--- src/rtl/audio_voice_mixer.sv ---
// 48 kHz sample sequencer for the I2S path: polls voice generators each tick,
// pans, sums, saturates and latches one byte-swapped left/right pair.
module audio_voice_mixer #(
  parameter int unsigned NUM_VOICES = 4,
  parameter int unsigned TICK_INC   = 48000,
  parameter int unsigned TICK_MOD   = 74250000,
  parameter int unsigned TIMEOUT    = 64
) (
  input  logic                      clk_74a,
  input  logic                      reset_n,
  input  logic                      enable,
  input  logic [NUM_VOICES-1:0]     voice_enable,
  input  logic [NUM_VOICES-1:0]     pan_left,
  input  logic [NUM_VOICES-1:0]     pan_right,
  output logic [NUM_VOICES-1:0]     voice_req,
  input  logic [NUM_VOICES-1:0]     voice_ack,
  input  logic [16*NUM_VOICES-1:0]  voice_data,
  input  logic                      clear_flags,
  output logic [15:0]               left_audio,
  output logic [15:0]               right_audio,
  output logic                      sample_strobe,
  output logic                      overrun,
  output logic                      timeout_flag
);

  localparam int unsigned IDX_W = (NUM_VOICES > 1) ? $clog2(NUM_VOICES) : 1;
  localparam int unsigned TMR_W = $clog2(TIMEOUT + 1);
  localparam int unsigned ACC_W = 19;
  localparam logic [IDX_W-1:0] LAST_IDX = IDX_W'(NUM_VOICES - 1);
  localparam logic [TMR_W-1:0] TMR_LAST = TMR_W'(TIMEOUT - 1);

  typedef enum logic [1:0] {IDLE, SCAN, WAIT, SAT} state_t;

  state_t                   state;
  logic [IDX_W-1:0]         idx;
  logic [TMR_W-1:0]         timer;
  logic signed [ACC_W-1:0]  acc_l;
  logic signed [ACC_W-1:0]  acc_r;
  logic [31:0]              phase;
  logic                     tick;

  logic [32:0]              phase_sum_c;
  logic                     tick_hit_c;
  logic [15:0]              cur_data_c;
  logic signed [ACC_W-1:0]  cur_ext_c;
  logic                     cur_ack_c;
  logic                     timer_done_c;
  logic                     last_c;

  // Phase accumulator: one registered tick per TICK_MOD/TICK_INC clocks on average
  assign phase_sum_c = {1'b0, phase} + 33'(TICK_INC);
  assign tick_hit_c  = (phase_sum_c >= 33'(TICK_MOD));

  always_ff @(posedge clk_74a or negedge reset_n) begin
    if (!reset_n) begin
      phase <= '0;
      tick  <= 1'b0;
    end else begin
      phase <= tick_hit_c ? 32'(phase_sum_c - 33'(TICK_MOD)) : phase_sum_c[31:0];
      tick  <= tick_hit_c;
    end
  end

  assign cur_data_c   = voice_data[{idx, 4'b0000} +: 16];
  assign cur_ext_c    = ACC_W'($signed(cur_data_c));
  assign cur_ack_c    = voice_ack[idx] & voice_req[idx];
  assign timer_done_c = (timer == TMR_LAST);
  assign last_c       = (idx == LAST_IDX);

  // Clamp to 16-bit signed, then swap bytes for the serializer
  function automatic logic [15:0] sat_swap(input logic signed [ACC_W-1:0] a);
    logic [15:0] s;
    if (a > 19'sd32767)       s = 16'h7FFF;
    else if (a < -19'sd32768) s = 16'h8000;
    else                      s = a[15:0];
    return {s[7:0], s[15:8]};
  endfunction

  always_ff @(posedge clk_74a or negedge reset_n) begin
    if (!reset_n) begin
      state         <= IDLE;
      idx           <= '0;
      timer         <= '0;
      acc_l         <= '0;
      acc_r         <= '0;
      voice_req     <= '0;
      left_audio    <= '0;
      right_audio   <= '0;
      sample_strobe <= 1'b0;
      overrun       <= 1'b0;
      timeout_flag  <= 1'b0;
    end else begin
      sample_strobe <= 1'b0;
      if (clear_flags) begin
        overrun      <= 1'b0;
        timeout_flag <= 1'b0;
      end
      // A tick outside IDLE is dropped; later assignment lets set beat clear
      if (tick && (state != IDLE)) overrun <= 1'b1;

      case (state)
        IDLE: begin
          if (tick) begin
            acc_l <= '0;
            acc_r <= '0;
            idx   <= '0;
            state <= enable ? SCAN : SAT;
          end
        end
        SCAN: begin
          if (voice_enable[idx]) begin
            voice_req      <= '0;
            voice_req[idx] <= 1'b1;
            timer          <= '0;
            state          <= WAIT;
          end else if (last_c) begin
            state <= SAT;
          end else begin
            idx   <= idx + IDX_W'(1);
            state <= SCAN;
          end
        end
        WAIT: begin
          if (cur_ack_c || timer_done_c) begin
            if (cur_ack_c) begin
              if (pan_left[idx])  acc_l <= acc_l + cur_ext_c;
              if (pan_right[idx]) acc_r <= acc_r + cur_ext_c;
            end else begin
              timeout_flag <= 1'b1;
            end
            voice_req <= '0;
            if (last_c) begin
              state <= SAT;
            end else begin
              idx   <= idx + IDX_W'(1);
              state <= SCAN;
            end
          end else begin
            timer <= timer + TMR_W'(1);
          end
        end
        SAT: begin
          left_audio    <= sat_swap(acc_l);
          right_audio   <= sat_swap(acc_r);
          sample_strobe <= 1'b1;
          state         <= IDLE;
        end
        default: state <= IDLE;
      endcase
    end
  end

endmodule

--- config.mk ---
export PLATFORM = sky130hd
export DESIGN_NAME = audio_voice_mixer
export DESIGN_NICKNAME = d
export VERILOG_FILES = /design/src/rtl/audio_voice_mixer.sv
export SDC_FILE = /design/constraint.sdc
export NUM_CORES = 1
export LEC_CHECK = 0
export CORE_ASPECT_RATIO = 0.9
export CORE_MARGIN = 2
export CORE_UTILIZATION = 55
export CTS_CLUSTER_DIAMETER = 60
export DETAILED_ROUTE_END_ITERATION = 7
export PLACE_DENSITY = 0.81
export SYNTH_ARGS = -nofsm -noshare
export SYNTH_HDL_FRONTEND = slang
export SYNTH_SLANG_ARGS = --single-unit
--- constraint.sdc ---
create_clock -name clk_74a -period 7.1 [get_ports clk_74a]
set_input_delay 1.775 -clock clk_74a [delete_from_list [all_inputs] [get_ports clk_74a]]
set_output_delay 1.775 -clock clk_74a [all_outputs]
set_load 0.03 [all_outputs]
# == Word-level counts from Yosys, hierarchy flattened ==
# Index checks and enable logic that the tools add are counted.
# totals
reg_bits,121
inputBits,84
output_inout_bits,39
word_cells,106
# classes
addsub,6
order_cmp,7
eq_ne,13
shift,1
muxes,50
n_bitwise,1
n_reduce_logical,15
# ops
cell,n
19-bit two-way mux,7
19-bit one-hot mux with 2 select lines,2
16-bit two-way mux,4
64-bit by 7-bit indexed part select with 16-bit output,1
19-bit by 16-bit adder with 19-bit output,2
"19-bit by 16-bit > comparator with 1-bit output, second input constant",2
"19-bit by 16-bit less-than comparator with 1-bit output, second input constant",2
"32-bit by 16-bit adder with 33-bit output, second input constant",1
"33-bit by 27-bit greater-or-equal comparator with 1-bit output, second input constant",1
32-bit two-way mux,1
"32-bit by 27-bit subtractor with 32-bit output, second input constant",1
2-bit two-way mux,9
"2-bit != test, second input constant",8
7-bit two-way mux,2
7-bit one-hot mux with 2 select lines,1
1-bit two-way mux,13
1-bit binary-select mux with 2-bit select,5
5-bit AND reduction,2
4-bit two-way mux,2
2-bit one-hot mux with 4 select lines,1
4-bit one-hot mux with 2 select lines,1
2-bit nonzero test,4
"7-bit by 1-bit adder with 7-bit output, second input constant",1
"7-bit by 6-bit equality test with 1-bit output, second input constant",1
15 further kinds,19

# == Depth between registers and ports, before layout ==
# logic_depth
depth_word,6
mapped_depth,16
depth_no_buf,14

# == Worst setup path after synthesis ==
# Ideal clock, no wire load.
# synth_path
path_type,input port to flip-flop
start,in voice_data[49]
end,reg acc_r[15]
setup_time_ns,0.121
arrival_ns,4.455
t_required_ns,6.979
slack_ns,2.524
cell_stages,12
n_path_buf,0
path_cell_list,mux4_2 ha_1 a21o_1 a21o_1 a2111oi_0 nor3_1 a41oi_1 a21oi_1 a31o_2 a31oi_1 xnor2_1 a22o_1
# synth_between
elab_chain_len,6
# synth_lines
element,line_no,rtl
from (decl),17,"input logic [16*NUM_VOICES-1:0] voice_data,"
64-bit by 7-bit indexed part select with 16-bit output,64,"assign cur_data_c = voice_data[{idx, 4'b0000} +: 16];"
19-bit by 16-bit adder with 19-bit output,127,if (pan_right[idx]) acc_r <= acc_r + cur_ext_c;
19-bit two-way mux,127,
19-bit two-way mux,125,if (cur_ack_c) begin
19-bit two-way mux,124,if (cur_ack_c || timer_done_c) begin
19-bit one-hot mux with 2 select lines,101,case (state)
to (signal assigned),127,
to (decl),38,logic signed [ACC_W-1:0] acc_r;
# Every way passes these cells. The select of a mux whose other input is x is not followed.
# A chain may end at the register's enable or synchronous reset.

# == Final worst setup path ==
# layout_path
start,in voice_data[0]
end,reg acc_r[18]
# Same word-level chain as after synthesis.

==> flow_summary.yaml <==
critical_path:
  worstSetupEndpointType: "flop"
  startpoint: "voice_data[0]"
  crit_arrival_ns: 5.13
  cp.required_ns: 7.38
  critical_path.most_common_cell: "o21ai_0"
  r2r_start: "phase[7]"
  crit_fanout: 4
  cp_slowest_cell: "mux4_2"
  cp-start-kind: "primary input"
  worstPathCellList: "clkdlybuf4s50_1 -> mux4_2 -> ha_1 -> inv_1 -> fa_1 -> nor2b_1 -> o21a_1 -> o21ai_0 -> a21oi_1 -> o21ai_0 -> nand3_1 -> a2111oi_0 -> nor3_1 -> mux2i_1 -> o21ai_0"
  criticalPathCategory: "in2reg"
  max_stage_delay_ns: 0.51
detailed_routing:
  vias_per_cell: 5.981
  ant_nets: 0
  wl_per_cell_microns: 17.97
  drt_wl_total_microns: 21830
  vias: 7267
  drc_errors: 0
  drt_first_pass_iters: 5
  drt_iter0_markers: 480
placed_design:
  place.port_buffers: 122
  dp_hpwl_microns: 15870
  gp_congestion: 0.8692
  dp_cells: 1184
clock_network:
  clk_pin_slew_ns: 0.06
  cts_num_sinks: 117
  numCtsBuffers: 17
  postCtsSetupBuffers: 0
  cts_max_path_buffers: 2
  hold_buffers: 0
  clock_latency_ns: 0.43
  cts_tree: "built"
  cts_max_level: 4
  ctsResizeCount: 0
  cts_root_buffer: "clkbuf_16"
grt:
  grt.met3_usage_pct: 6.301
  grtUsageMet1_pct: 35.19
  grt-ovfl-total: 0
  antenna_found_initial: 0
  busiest_layer: "met2"
  use_met2_pct: 48.14
  grt_first_pass_wirelength_microns: 35460
  grt_pass1_vias: 7178
  grt_max_degree: 75
  grt_use_total_pct: 28.28
power:
  power_w: 0.001746
  power_leakage_nw: 4.258
  cellPowerDensity_nw_per_um2: 174.3
  ir_worst_vdd_v: 0.0001711
synth:
  ys_warn_count: 0
  syn-instance-count: 899
  syn_area_sq_um: 8139
  yosys_register_bits: 117
  synthArstFlopShare_pct: 100.0
  synth-seq-area-share_pct: 35.97
  synth_nets: 1034
  synth_edf_count: 0
  synth_cell_types: 73
  syn_area_per_cell_sq_um: 9.053
  synth-main-ff-cell: "dfrtp_1"
sta:
  rsz0062_at_grt: "false"
  tns_ns: 0
  fmax_mhz: 206.4
  finalCriticalPeriod_ns: 4.844
  finalMaxSlewViolations: 0
  tightest_slew_ns: 1.102
  worst_clock_skew_ns: 0.006703
  setup_viol: 0
  worst_slew_margin_rel_pct: 26.23
  hold_ws_ns: 0.5054
  fin_crit_sh_pct: 68.23
  finalHoldViolCount: 0
final_layout:
  final_nets: 1140
  antenna_cells: 0
  layout_common_cells: "clkdlybuf4s50_1, dfrtp_1, nand2_1"
  syn2layout_area_growth_pct: 23.06
  stdcell_count: 1215
  final_core_util_pct: 68.56
  drive_gt1_share_pct: 7.670
  final_common_cell: "clkdlybuf4s50_1"
status:
  status: "complete, no violations"
floorplanning:
  fp-row-count: 42
  core-area_sq_um: 14610
  fp.dieW_microns: 132.2
  start_util_pct: 55.71
  die-area_sq_um: 15790
  die_y_microns: 119.4
  ios: 123
hold_path:
  min_from: "left_audio[7]"
  holdCritPathClass: "reg2reg"
run:
  cap_viol_max_count: 0
[synth_stat cells (all sizes together) (8+ instances only)]
| master | n | share of area [%] |
|---|---|---|
| o21ai | 48 | 3.0 |
| buf | 8 | 0.46 |
| nand3 | 23 | 1.4 |
| nor3 | 28 | 1.7 |
| a22o | 13 | 1.4 |
| xor2 | 25 | 2.7 |
| dfrtp | 117 | 36 |
| a21oi | 33 | 2.1 |
| nor2b | 13 | 1.0 |
| a31oi | 9 | 0.69 |
| nand2 | 101 | 4.7 |
| ha | 49 | 7.5 |
| nor2 | 70 | 3.2 |
| inv | 66 | 3.0 |
| mux4 | 19 | 5.3 |
| o41ai | 8 | 0.86 |
| a21o | 16 | 1.5 |
| o31ai | 15 | 1.4 |
| xnor2 | 46 | 5.0 |
| o22ai | 33 | 2.5 |
| clkbuf | 32 | 1.5 |
| o211ai | 8 | 0.91 |
[per-layer routing]
layer | vias to the layer above | part of all wire [%]
met4 | 0 | 2.7
met2 | 243 | 49
met3 | 41 | 5.5
met1 | 3509 | 43
li1 | 3474 | -
met5 | - | 0
[registers in the layout (all words and copies together), names as in the netlist]
register / cells
phase: 28
state: 2
timeout_flag: 1
sample_strobe: 1
idx: 2
acc_r: 19
voice_req: 4
acc_l: 19
right_audio: 16
left_audio: 16
overrun: 1
timer: 7
tick: 1
[path summary, 6_finish.rpt]
| check | to | slack (ns) | cells after the start |
|---|---|---|---|
| worst max-delay path | acc_r[18] | 2.26 | 15 |
| worst min-delay path | left_audio[7] | 0.51 | 1 |
| worst max register to register | phase[28] | 2.86 | 12 |
| worst min register to register | left_audio[7] | 0.51 | 1 |
| max in group asynchronous | acc_l[6] | 4.47 | 2 |
| min in group asynchronous | right_audio[0] | 1.49 | 1 |
[worst max-delay path, delay by kind of cell]
| kind | cells | cell delay (ns) |
|---|---|---|
| mux | 2 | 0.66 |
| compound gates | 6 | 1.33 |
| fa+ha+maj | 2 | 0.42 |
| buf+inv | 2 | 0.52 |
| simple gates | 3 | 0.41 |
[area by class of cell]
cell class / count / area [sq um]
multi-input combinational: 676 / 4810
fill: 1184 / 4593
sequential: 117 / 2928
timing repair buffer: 127 / 1256
clock buffer: 18 / 439.2
inverter: 66 / 247.7
tap: 198 / 247.7
clock inverter: 13 / 87.58
[cells by family after synthesis]
kind of cell               count (synthesis)  share of synthesized area [%]
adders and majority gates                 51                          8.025
DFF                                      117                          35.97
AOI/OAI and AO/OA                        230                          19.32
buffers and inverters                    106                          4.981
muxes                                     26                          6.149
xor gates and xnor gates                  71                          7.640
and+or+nand+nor                          298                          17.91
[report_power, final]
group / switching [W] / internal (W) / total (W)
registers: 0.0000173 / 0.000690 / 0.000707
logic: 0.000140 / 0.000135 / 0.000275
clock network: 0.000316 / 0.000448 / 0.000764
total: 0.000474 / 0.00127 / 0.00175
[metrics by stage]
step | setup slack [ns] | instance area (sq um)
after CTS | 2.296 | 10020
after floorplan | 2.524 | 8139
after global placement | 1.917 | 9489
final | 2.256 | 10020
after detailed placement | 1.853 | 9489
after global routing | 2.095 | 10020
(Power assumes the default switching activity.)
